### config.mk
export PLATFORM = sky130hd
export DESIGN_NAME = uart_tx_arbiter
export DESIGN_NICKNAME = d
export VERILOG_FILES = /design/src/rtl/uart_tx_arb_pkg.sv /design/src/rtl/uart_tx_arbiter_rr_pick.sv /design/src/rtl/uart_tx_arbiter.sv
export SDC_FILE = /design/constraint.sdc
export NUM_CORES = 1
export LEC_CHECK = 0
export CAP_MARGIN = 40
export CORE_MARGIN = 5
export CORE_UTILIZATION = 30
export DETAILED_ROUTE_END_ITERATION = 7
export DONT_BUFFER_PORTS = 1
export SYNTH_ARGS = -nofsm -noshare
export SYNTH_HDL_FRONTEND = slang
export SYNTH_SLANG_ARGS = --single-unit
### constraint.sdc
create_clock -name clock -period 2.16 [get_ports clock]
set_input_delay 0.216 -clock clock [delete_from_list [all_inputs] [get_ports clock]]
set_output_delay 0.216 -clock clock [all_outputs]
set_load 0.005 [all_outputs]
### src/rtl/uart_tx_arb_pkg.sv
// uart_tx_arb_pkg: shared state type, default header byte and ID width helper for the UART TX arbiter
package uart_tx_arb_pkg;
  typedef enum logic [1:0] {IDLE, HDR, DATA} state_t;
  localparam logic [7:0] HDR_BASE_DEFAULT = 8'hA0;
  function automatic int id_width(input int n);
    return (n > 1) ? $clog2(n) : 1;
  endfunction
endpackage

### src/rtl/uart_tx_arbiter_rr_pick.sv
// rr_pick: combinational round-robin picker (req, last_grant -> found, pick_id), nearest above last_grant wins
module rr_pick
  import uart_tx_arb_pkg::*;
#(
  parameter int NUM_REQ = 4,
  localparam int IW = id_width(NUM_REQ)
)(
  input  logic [NUM_REQ-1:0] req,
  input  logic [IW-1:0]      last_grant,
  output logic               found,
  output logic [IW-1:0]      pick_id
);
  logic [IW-1:0] k;
  always_comb begin
    found = |req;
    pick_id = '0;
    k = '0;
    for (int i = NUM_REQ; i >= 1; i--) begin
      k = IW'((int'(last_grant) + i) % NUM_REQ);
      if (req[k]) pick_id = k;
    end
  end
endmodule

### src/rtl/uart_tx_arbiter.sv
// uart_tx_arbiter: round-robin burst arbiter from NUM_REQ byte streams (req_*) onto one UART TX FIFO push port (tx_*), optional header byte per burst
module uart_tx_arbiter
  import uart_tx_arb_pkg::*;
#(
  parameter int         NUM_REQ   = 4,
  parameter int         MAX_BURST = 8,
  parameter bit         HDR_EN    = 1'b1,
  parameter logic [7:0] HDR_BASE  = HDR_BASE_DEFAULT,
  parameter int         IDLE_TO   = 16,
  localparam int        IW        = id_width(NUM_REQ)
)(
  input  logic                 clock,
  input  logic                 reset_n,
  input  logic                 tx_enable,
  input  logic [NUM_REQ-1:0]   req_valid,
  input  logic [8*NUM_REQ-1:0] req_data,
  input  logic [NUM_REQ-1:0]   req_last,
  output logic [NUM_REQ-1:0]   req_ready,
  output logic                 tx_send,
  output logic [7:0]           tx_data,
  input  logic                 tx_fifo_full,
  output logic [IW-1:0]        grant_id,
  output logic                 busy
);
  localparam int BW = $clog2(MAX_BURST + 1);
  localparam int TW = id_width(IDLE_TO);
  state_t state_q, state_d;
  logic [IW-1:0] grant_q, grant_d, last_q, last_d, pick_id;
  logic [BW-1:0] beat_q, beat_d;
  logic [TW-1:0] idle_q, idle_d;
  logic found, g_valid, g_last, push;
  logic [7:0] g_data;

  rr_pick #(.NUM_REQ(NUM_REQ)) u_pick (
    .req(req_valid),
    .last_grant(last_q),
    .found(found),
    .pick_id(pick_id)
  );

  always_comb begin
    g_valid = req_valid[grant_q];
    g_last = req_last[grant_q];
    g_data = req_data[{grant_q, 3'b000} +: 8];
    push = state_q == DATA && g_valid && !tx_fifo_full;
    busy = state_q != IDLE;
    grant_id = grant_q;
    tx_send = (state_q == HDR && !tx_fifo_full) || push;
    tx_data = state_q == HDR ? (HDR_BASE | 8'(grant_q)) : state_q == DATA ? g_data : 8'h00;
    req_ready = (state_q == DATA && !tx_fifo_full) ? (NUM_REQ'(1) << grant_q) : '0;
    state_d = state_q;
    grant_d = grant_q;
    last_d = last_q;
    beat_d = beat_q;
    idle_d = idle_q;
    if (state_q == IDLE) begin
      if (tx_enable && found) begin
        grant_d = pick_id;
        beat_d = '0;
        idle_d = '0;
        state_d = HDR_EN ? HDR : DATA;
      end
    end else if (state_q == HDR) begin
      if (!tx_fifo_full) state_d = DATA;
    end else if (push) begin
      beat_d = beat_q + 1'b1;
      idle_d = '0;
      if (g_last || beat_d == BW'(MAX_BURST)) begin
        state_d = IDLE;
        last_d = grant_q;
      end
    end else if (g_valid) begin
      idle_d = '0;
    end else if (idle_q == TW'(IDLE_TO - 1)) begin
      state_d = IDLE;
      last_d = grant_q;
    end else begin
      idle_d = idle_q + 1'b1;
    end
  end

  always_ff @(posedge clock) begin
    if (!reset_n) begin
      state_q <= IDLE;
      grant_q <= '0;
      last_q <= IW'(NUM_REQ - 1);
      beat_q <= '0;
      idle_q <= '0;
    end else begin
      state_q <= state_d;
      grant_q <= grant_d;
      last_q <= last_d;
      beat_q <= beat_d;
      idle_q <= idle_d;
    end
  end
endmodule

==> results.ini <==
[cts]
insertion_delay_ns = 0.24
cts-htree-levels = 1
clock_sinks = 14
ctsRootBufferMaster = clkbuf_8
post_cts_resized = 0
cts_tree = done
cts_buffers = 3
cts_setup_buffers = 0
cts.reportedPaths.clkPinSlew_ns = 0.06
clockBufferDepth = 2
cts_hold_buffers = 0

[synth]
ys_warn_count = 0
synth_top_family_by_area = simple AND/OR/NAND/NOR gates
postSynthRegisterBits = 14
synth_enable_flop_cells = 0
postSynthAreaPerCell_um2 = 8.43
synthesis.area_mm2 = 0.00118
postSynthNetCount = 186
synthCells = 140
synthFlopType = dfxtp_1
synthMuxAreaShare_pct = 21.6
seq_area_frac_synth_pct = 23.8
synth_simple_gate_area_share_pct = 28.3
synth_xor_area_share_pct = 0.742
synth_compound_area_share_pct = 17.7
yosysUniqueCellTypes = 41
synthAdderAreaFrac_pct = 2.12
async_reset_ff_share_pct = 0

[place]
place_congestion = 0.828
dp_slack_ns = 0.421
dp_hpwl_mm = 2.71
io_buffers = 0

[die]
coreArea_mm2 = 0.00374
dieHeight_um = 72.7
rows = 22
io_pins = 60
initial_utilization_pct = 31.5
dieWidth_um = 72.7
dieArea_mm2 = 0.00529

[sta]
hold_viol_final = 0
worst_slack_ns = 0.267
final.setup.tns_ns = 0
fmax_mhz = 528
slew-limit-headroom_pct = 64.9
worstMarginPinSlew_ns = 0.519
post-route-period-util_pct = 87.6
drv_slew = 0
final-setup-viol-count = 0
min_period_ns = 1.89
clock_skew_ns = 0.00217
grt_setup_unrepaired = no

[routing]
drc = 0
ant_nets = 0
drt_wl_total_mm = 3.30
route.vias.total = 1078
vias_per_cell = 5.80
first_iter_violations = 52
drt_pre_antenna_iters = 5
wl_per_cell_um = 17.7

[grt]
grt_pass1_vias = 1047
grt_max_degree = 17
antenna_found_initial = 0
grt.total_usage_pct = 12.4
grt_first_pass_wirelength_mm = 5.18
overflow = 0

[min_path]
worst_hold_path_type = in2reg
min_from = reset_n

[worst_setup_path]
crit_start = grant_id[0]$_SDFFE_PN0P_
critPathKind = reg2out
arrival_ns = 1.68
start_kind = flip-flop
end_kind = primary output
path_max_fanout = 16
reg2reg_from = grant_id[0]$_SDFFE_PN0P_
crit_required_ns = 1.94

[cells_and_area]
drive_gt1_share_pct = 15.9
multi_input_area_um2 = 832
diodes = 0
fillers = 404
final_common_cell = dfxtp_1
syn_to_final_growth_pct = 7.85
layout.area.seq_um2 = 280
final_cell_mix = 14 x dfxtp_1, 13 x nand2_1, 12 x nor2_1, 10 x mux4_2, 10 x o21ai_0
nets = 185

[power_and_ir_drop]
combPwrFrac_pct = 23.1
intPower_w = 0.000509
pwr-share-clk_pct = 36.7
switching_power_w = 0.000195
ir_drop_v = 0.000164
p_seq_share_pct = 40.2
power_density_mw_per_mm2 = 553
p_leak_nw = 0.464
p_sw_share_pct = 27.7

[job]
cap_violations = 0

[outcome]
status = finished clean

layout make-up:
class	count	area share (%)
Clock buffer	4	4.33
Inverter	6	1.77
Timing Repair Buffer	3	1.77
Sequential cell	14	22.0
Tap cell	48	4.72
Multi-Input combinational cell	111	65.4
routing by layer:
metal | global-route usage [%] | vias to the layer above | part of all wire [%] | wire (um)
li1 | - | 511 | - | -
met4 | 4.51 | 0 | 0.55 | 18
met3 | 4.96 | 2 | 14 | 457
met5 | 0 | - | 0 | 0
met1 | 13.2 | 506 | 37 | 1240
met2 | 21.9 | 59 | 48 | 1580
power by group through the flow:
stage,Combinational [W],Sequential (W),Clock (W)
finish,0.000162,0.000283,0.000258
global route,0.000181,0.000285,0.000282
CTS,0.000165,0.000283,0.000268
detailed placement,0.000164,0.000289,0
global placement,0.000164,0.000287,0
floorplan,0.000153,0.000278,0
synthesized netlist by cell type, types with 4 or more instances:
master	number	area share, %
nor2b_1	7	3.7
nand2_1	13	4.1
inv_1	6	1.9
a21oi_1	7	3.0
and2_1	4	2.1
o21ai_0	10	4.2
nor2_1	12	3.8
dfxtp_1	14	24
clkbuf_1	4	1.3
mux4_2	10	19
nand3_1	8	3.4
registers in the layout, summed over array words and instances (netlist names):
name	flops
last_q	2
grant_id	2
beat_q	4
idle_q	4
state_q	2
per-stage QoR:
step / instance area (um2) / std cells / power, W / utilization, % / hold slack, ns
floorplan: 1180 / 140 / 0.000431 / - / 0.370
global placement: 1220 / 182 / 0.000452 / 32.5 / 0.352
detailed placement: 1220 / 182 / 0.000453 / 32.5 / 0.351
CTS: 1270 / 186 / 0.000716 / 34.0 / 0.0954
global route: 1270 / 186 / 0.000749 / 34.0 / 0.0904
finish: 1270 / 186 / 0.000704 / 34.0 / 0.0985
cell families (layout without fill, tap and decap cells):
kind of cell | count (synthesis) | count (layout)
AND/OR/NAND/NOR | 62 | 62
AO/OA/AOI/OAI | 33 | 33
buffers and inverters | 15 | 13
flip-flops | 14 | 14
multiplexers | 13 | 13
adder cells (fa/ha/maj) | 2 | 2
XOR/XNOR | 1 | 1
worst max-delay path: stages, from the launching register on:
cell and delay (ns):
dfxtp_1 0.40, buf_4 0.28, mux4_2 0.54, a22o_1 0.21
final timing paths:
| kind | depth (start not counted) | slack, ns | endpoint |
|---|---|---|---|
| hold / removal | 1 | 0.1 | beat_q[0]$_SDFFE_PN0P_ |
| setup reg to reg | 4 | 0.42 | last_q[1]$_SDFFE_PN1P_ |
| hold reg to reg | 2 | 0.50 | idle_q[1]$_SDFFE_PN0P_ |
| setup / recovery | 3 | 0.27 | tx_data[1] |
Power figures use the tool's default switching activity.
